File: src/rtl/ew_pkg.sv
`default_nettype none
// ============================================================================
//  Module      : ew_pkg
//  Description : Shared types and default timing constants for channel hopping.
//  Revision    : 1.0 - initial release
// ============================================================================
package ew_pkg;

    typedef logic [1:0] channel_t;

    typedef enum logic [1:0] {
        MONITOR = 2'd0,
        QUALIFY = 2'd1,
        REQUEST = 2'd2,
        DWELL   = 2'd3
    } hop_state_t;

    localparam int c_DEF_STABLE_CYCLES = 4;
    localparam int c_DEF_MIN_DWELL     = 16;
    localparam int c_DEF_ACK_TIMEOUT   = 8;

endpackage
`default_nettype wire

File: src/rtl/terminal_counter.sv
`default_nettype none
// ============================================================================
//  Module      : terminal_counter
//  Description : 8-bit up counter with clear, enable and terminal-count flag.
//  Revision    : 1.0 - initial release
// ============================================================================
module terminal_counter (
    input  logic       clk,
    input  logic       rst,
    input  logic       i_clear,
    input  logic       i_enable,
    input  logic [7:0] i_terminal,
    output logic       o_tc
);

    logic [7:0] r_count;

    // Clear wins over enable so a new interval always starts from zero.
    always_ff @(posedge clk or posedge rst) begin
        if (rst) begin
            r_count <= 8'd0;
        end else if (i_clear) begin
            r_count <= 8'd0;
        end else if (i_enable) begin
            r_count <= r_count + 8'd1;
        end
    end

    assign o_tc = (r_count == i_terminal);

endmodule
`default_nettype wire

File: src/rtl/channel_hop_controller.sv
`default_nettype none
// ============================================================================
//  Module      : channel_hop_controller
//  Description : Debounces the safest-channel report and runs a hop handshake.
//  Revision    : 1.0 - initial release
// ============================================================================
module channel_hop_controller
    import ew_pkg::*;
#(
    parameter int STABLE_CYCLES = c_DEF_STABLE_CYCLES,
    parameter int MIN_DWELL     = c_DEF_MIN_DWELL,
    parameter int ACK_TIMEOUT   = c_DEF_ACK_TIMEOUT
) (
    input  logic       clk,
    input  logic       reset,
    input  logic [1:0] safest_channel,
    input  logic       hop_ack,
    output logic       hop_req,
    output logic [1:0] hop_target,
    output logic [1:0] active_channel,
    output logic [7:0] hop_count,
    output logic       hop_fail
);

    generate
        if (STABLE_CYCLES < 1 || STABLE_CYCLES > 255 ||
            MIN_DWELL     < 1 || MIN_DWELL     > 255 ||
            ACK_TIMEOUT   < 1 || ACK_TIMEOUT   > 255) begin : g_param_check
            $error("channel_hop_controller: parameters must be in 1..255");
        end
    endgenerate

    localparam logic [7:0] c_STABLE_LAST  = 8'(STABLE_CYCLES - 1);
    localparam logic [7:0] c_TIMEOUT_LAST = 8'(ACK_TIMEOUT - 1);
    localparam logic [7:0] c_DWELL_LAST   = 8'(MIN_DWELL - 1);

    hop_state_t r_state, w_state_nxt;
    channel_t   r_candidate, w_candidate_nxt;
    logic [7:0] r_stable_cnt, w_stable_cnt_nxt;
    logic       r_hop_req, w_hop_req_nxt;
    channel_t   r_hop_target, w_hop_target_nxt;
    channel_t   r_active, w_active_nxt;
    logic [7:0] r_hop_count, w_hop_count_nxt;
    logic       r_hop_fail, w_hop_fail_nxt;
    logic       w_tc;

    // One timer serves both the ack timeout and the dwell interval.
    terminal_counter u_timer (
        .clk        (clk),
        .rst        (reset),
        .i_clear    (w_state_nxt != r_state),
        .i_enable   (r_state == REQUEST || r_state == DWELL),
        .i_terminal ((r_state == REQUEST) ? c_TIMEOUT_LAST : c_DWELL_LAST),
        .o_tc       (w_tc)
    );

    always_ff @(posedge clk or posedge reset) begin
        if (reset) begin
            r_state      <= MONITOR;
            r_candidate  <= 2'd0;
            r_stable_cnt <= 8'd0;
            r_hop_req    <= 1'b0;
            r_hop_target <= 2'd0;
            r_active     <= 2'd0;
            r_hop_count  <= 8'd0;
            r_hop_fail   <= 1'b0;
        end else begin
            r_state      <= w_state_nxt;
            r_candidate  <= w_candidate_nxt;
            r_stable_cnt <= w_stable_cnt_nxt;
            r_hop_req    <= w_hop_req_nxt;
            r_hop_target <= w_hop_target_nxt;
            r_active     <= w_active_nxt;
            r_hop_count  <= w_hop_count_nxt;
            r_hop_fail   <= w_hop_fail_nxt;
        end
    end

    always_comb begin
        w_state_nxt = r_state;
        case (r_state)
            MONITOR: if (safest_channel != r_active)
                         w_state_nxt = (STABLE_CYCLES == 1) ? REQUEST : QUALIFY;
            QUALIFY: begin
                if (safest_channel == r_candidate) begin
                    if (r_stable_cnt == c_STABLE_LAST) w_state_nxt = REQUEST;
                end else if (safest_channel == r_active) begin
                    w_state_nxt = MONITOR;
                end
            end
            REQUEST: if (hop_ack || w_tc) w_state_nxt = DWELL;
            DWELL:   if (w_tc) w_state_nxt = MONITOR;
            default: w_state_nxt = MONITOR;
        endcase
    end

    always_comb begin
        w_candidate_nxt  = r_candidate;
        w_stable_cnt_nxt = r_stable_cnt;
        w_hop_req_nxt    = r_hop_req;
        w_hop_target_nxt = r_hop_target;
        w_active_nxt     = r_active;
        w_hop_count_nxt  = r_hop_count;
        w_hop_fail_nxt   = 1'b0;
        case (r_state)
            MONITOR: begin
                if (safest_channel != r_active) begin
                    w_candidate_nxt  = safest_channel;
                    w_stable_cnt_nxt = 8'd1;
                    if (STABLE_CYCLES == 1) begin
                        w_hop_req_nxt    = 1'b1;
                        w_hop_target_nxt = safest_channel;
                    end
                end
            end
            QUALIFY: begin
                if (safest_channel == r_candidate) begin
                    if (r_stable_cnt == c_STABLE_LAST) begin
                        w_hop_req_nxt    = 1'b1;
                        w_hop_target_nxt = r_candidate;
                    end else begin
                        w_stable_cnt_nxt = r_stable_cnt + 8'd1;
                    end
                end else if (safest_channel != r_active) begin
                    w_candidate_nxt  = safest_channel;
                    w_stable_cnt_nxt = 8'd1;
                end
            end
            REQUEST: begin
                // An ack on the expiry cycle still counts as success.
                if (hop_ack) begin
                    w_active_nxt    = r_hop_target;
                    w_hop_count_nxt = (r_hop_count == 8'hFF) ? r_hop_count
                                                             : r_hop_count + 8'd1;
                    w_hop_req_nxt   = 1'b0;
                end else if (w_tc) begin
                    w_hop_req_nxt  = 1'b0;
                    w_hop_fail_nxt = 1'b1;
                end
            end
            default: ;
        endcase
    end

    assign hop_req        = r_hop_req;
    assign hop_target     = r_hop_target;
    assign active_channel = r_active;
    assign hop_count      = r_hop_count;
    assign hop_fail       = r_hop_fail;

endmodule
`default_nettype wire

File: config.mk
export PLATFORM = sky130hd
export DESIGN_NAME = channel_hop_controller
export DESIGN_NICKNAME = d
export VERILOG_FILES = /design/src/rtl/ew_pkg.sv /design/src/rtl/terminal_counter.sv /design/src/rtl/channel_hop_controller.sv
export SDC_FILE = /design/constraint.sdc
export NUM_CORES = 1
export LEC_CHECK = 0
export ABC_CLOCK_PERIOD_IN_PS = 2450
export CORE_MARGIN = 1.5
export CORE_UTILIZATION = 50
export CTS_CLUSTER_DIAMETER = 50
export DETAILED_ROUTE_END_ITERATION = 8
export PLACE_DENSITY = 0.71
export SYNTH_ARGS = -nofsm -noshare
export SYNTH_HDL_FRONTEND = slang
export SYNTH_SLANG_ARGS = --single-unit
File: constraint.sdc
create_clock -name clk -period 2.45 [get_ports clk]
set_input_delay 0.245 -clock clk [delete_from_list [all_inputs] [get_ports clk]]
set_output_delay 0.245 -clock clk [all_outputs]
set_load 0.005 [all_outputs]
==> metrics.txt <==
clock sink count 34; outcome finished clean; reg2reg setup slack 80 ps; Routed WL between 3000 and 4000 um; vias in the first global route 1426; Final WS setup between 80 and 90 ps; Yosys top cell by area dfrtp_1; fin crit share 0.966; Leak 0.971 nW; Ant. Diodes 0; total grt overflow 0; initial antenna violation count 0; initial detailed-routing violation count 78; cells after synthesis 180; ys flop type dfrtp_1; drt drc 0; Hold WC Path Type input port to async pin; FF-to-FF End u_timer.r_count[0]; number of synthesized flops with an enable pin 0; # rows 22; ys async rst share 1.00; Max Slew Vio Count 0; port buffer count 18; root buf cell clkbuf_8; setup violators final 0; HPWL Detailed about 2700 um; pre-CTS WS between 30 and 40 ps; CP cell instances ha_4 > or4b_4 > or4_4 > o21a_4 > a221oi_4 > buf_12 > nor3_1; Setup CP Type flop to flop; clock latency on the worst-skew pair approximately 290 ps; critical path peak fanout 8; Top delay family on crit path simple AND/OR/NAND/NOR gates; Slew headroom 0.718; largest net degree at the start of global routing 35; P&R area growth vs syn 21.1%; crit-path max cell delay between 400 and 500 ps; CTS tree yes; area of the multi-input gates ~1000 um2; Post-DP Area 2170 um2; CTS Buf Count 5; Clock Skew 11.2 ps; YS warnings 0; total power 1.87 mW; f_max around 420 MHz; Setup crit start kind flop; Max IR drop VDD around 0.52 mV; min Tclk post-route about 2400 ps; WL/cell ~14 um; CTS clk-pin slew, worst paths 70 ps; Avg Cell Area, Syn 10.5 um2; Yosys reg bits 34; Sequential cell area between 800 and 900 um2; Seq/Total Area, Yosys 0.452; Die Span Y 64.4 um; worst r2r path cells 7; share of cells above drive strength 1 0.152; end of the critical path u_timer.r_count[0]; CP Buf/Inv Count 1; Yosys top cell area share 0.452; DRT antenna net count 0; nets 223; fillers 310; Max Cap Viol 0; # H-tree levels 2; synthesized net count between 150 and 200; Starting Density 0.518; vias per cell about 5.5; CP max stage cell or4b_4; GRT Util Overall 0.205; Core Region between 3000 and 4000 um2; TritonRoute pass-1 iters 4; Slew @ Worst Pin between 400 and 500 ps; first-pass GRT wire length 6490 um; cell depth of the worst setup path 7; Final Hold Fails 0; Mapped Area between 1500 and 2000 um2; Max clock buf depth 2; largest cells by area after synthesis dfrtp_1 45%, xnor2_1 6.0%, ha_1 4.7%; worst r2r src r_stable_cnt[0]; WP data required between 2000 and 3000 ps; cell area after layout about 2300 um2; Crit. Startpoint r_stable_cnt[0]; Hold-fix buffers, CTS 0; Worst Path Arrival roughly 2500 ps; Final GP Congestion around 0.8; crit end category flop; num ports 19; DR vias roughly 1400; Power Dens Cells between 800 and 900 nW/um2; die area 4140 um2; die extent in x around 64 um; Synth cell types slightly above 40
## cells by family (layout without fill, tap and decap cells)
| family | count (synthesis) | in the layout | synth area share |
|---|---|---|---|
| buffers and inverters | 12 | 43 | 0.0239 |
| adder cells (fa/ha/maj) | 7 | 7 | 0.0465 |
| flip-flops | 34 | 34 | 0.452 |
| XOR/XNOR | 22 | 22 | 0.102 |
| AND/OR/NAND/NOR | 63 | 63 | 0.183 |
| AO/OA/AOI/OAI | 34 | 34 | 0.146 |
| multiplexers | 8 | 8 | 0.0472 |
## layout make-up
type                    count  share of cell area
repair buffers             27               0.114
multi-input cells         134               0.438
inverters                   9              0.0148
flip-flops and latches     34               0.373
clock buffers               7              0.0335
well taps                  48              0.0263
## where the power goes
part           total [mW]  internal [mW]  switching [mW]
Clock               0.385          0.195           0.189
Sequential          0.719          0.632          0.0866
Combinational       0.761          0.385           0.376
Total                1.87           1.21           0.652
## Yosys cell counts, drive strengths merged (4+ instances only)
master  instances
xor2            9
a21oi           4
mux2            7
nand2          14
nor2           10
o21ai          13
nor3            8
dfrtp          34
o31ai           4
xnor2          13
inv             9
nand3           9
ha              7
## layer usage
| layer | share of wire | GRT usage | wire length [um] | vias up |
|---|---|---|---|---|
| met4 | 0.0091 | 0.0638 | 34 | 0 |
| met5 | 0 | 0 | 0 | - |
| met3 | 0.031 | 0.0563 | 116 | 5 |
| met2 | 0.50 | 0.332 | 1870 | 15 |
| li1 | - | - | - | 700 |
| met1 | 0.46 | 0.266 | 1710 | 706 |
## layout by cell type (no fill, tap or decap), types with 2 or more instances in the layout
master           instances
a21oi_1                  4
and2_1                   2
and3_1                   3
buf_4                    8
clkbuf_1                 2
clkbuf_8                 5
clkdlybuf4s50_1         18
dfrtp_1                 34
ha_1                     6
inv_1                    9
mux2_2                   7
nand2_1                 14
nand2b_1                 3
nand3_1                  9
nand4_1                  2
nor2_1                  10
nor2b_1                  2
nor3_1                   8
o211ai_1                 2
o21ai_0                  7
o21ai_1                  6
o31ai_1                  4
or3_1                    2
or4b_4                   2
xnor2_1                 13
xor2_1                   9
## state kept, by name, summed over array words and instances, names as in the netlist
| name | cells |
|---|---|
| u_timer.r_count | 8 |
| hop_target | 2 |
| hop_count | 8 |
| r_stable_cnt | 8 |
| active_channel | 2 |
| hop_req | 1 |
| r_state | 2 |
| hop_fail | 1 |
| r_candidate | 2 |
## per-stage QoR
step | hold WS, ps | std cells | setup TNS, ps | utilization
5_1_grt | 432 | 259 | -10.4 | 0.628
2_1_floorplan | 387 | 180 | 0 | -
3_3_place_gp | 481 | 251 | 0 | 0.598
4_1_cts | 366 | 258 | 0 | 0.619
3_5_place_dp | 489 | 251 | 0 | 0.598
6_report | 350 | 259 | 0 | 0.628
## worst min-delay path by stage
stage | start | endpoint | slack, ps
5_1_grt | reset | hop_count[7] | 430
2_1_floorplan | reset | active_channel[0] | 390
6_report | reset | r_stable_cnt[7] | 350
3_5_place_dp | hop_count[5] | hop_count[5] | 490
4_1_cts | reset | r_stable_cnt[7] | 370
3_3_place_gp | hop_count[5] | hop_count[5] | 480
## timing repair
item	CTS	global route
resized for setup	0	2
setup buffers	0	1
setup endpoints to repair	0	8
## worst reg2reg max path: cells and delay by family, from the launching register on
kind | cells | cell delay, ps
AO/OA/AOI/OAI | 2 | 510
adder cells (fa/ha/maj) | 1 | 170
AND/OR/NAND/NOR | 3 | 990
buffers and inverters | 1 | 160
flip-flops | 1 | 420
No activity file was read; power rests on OpenSTA's default activity.
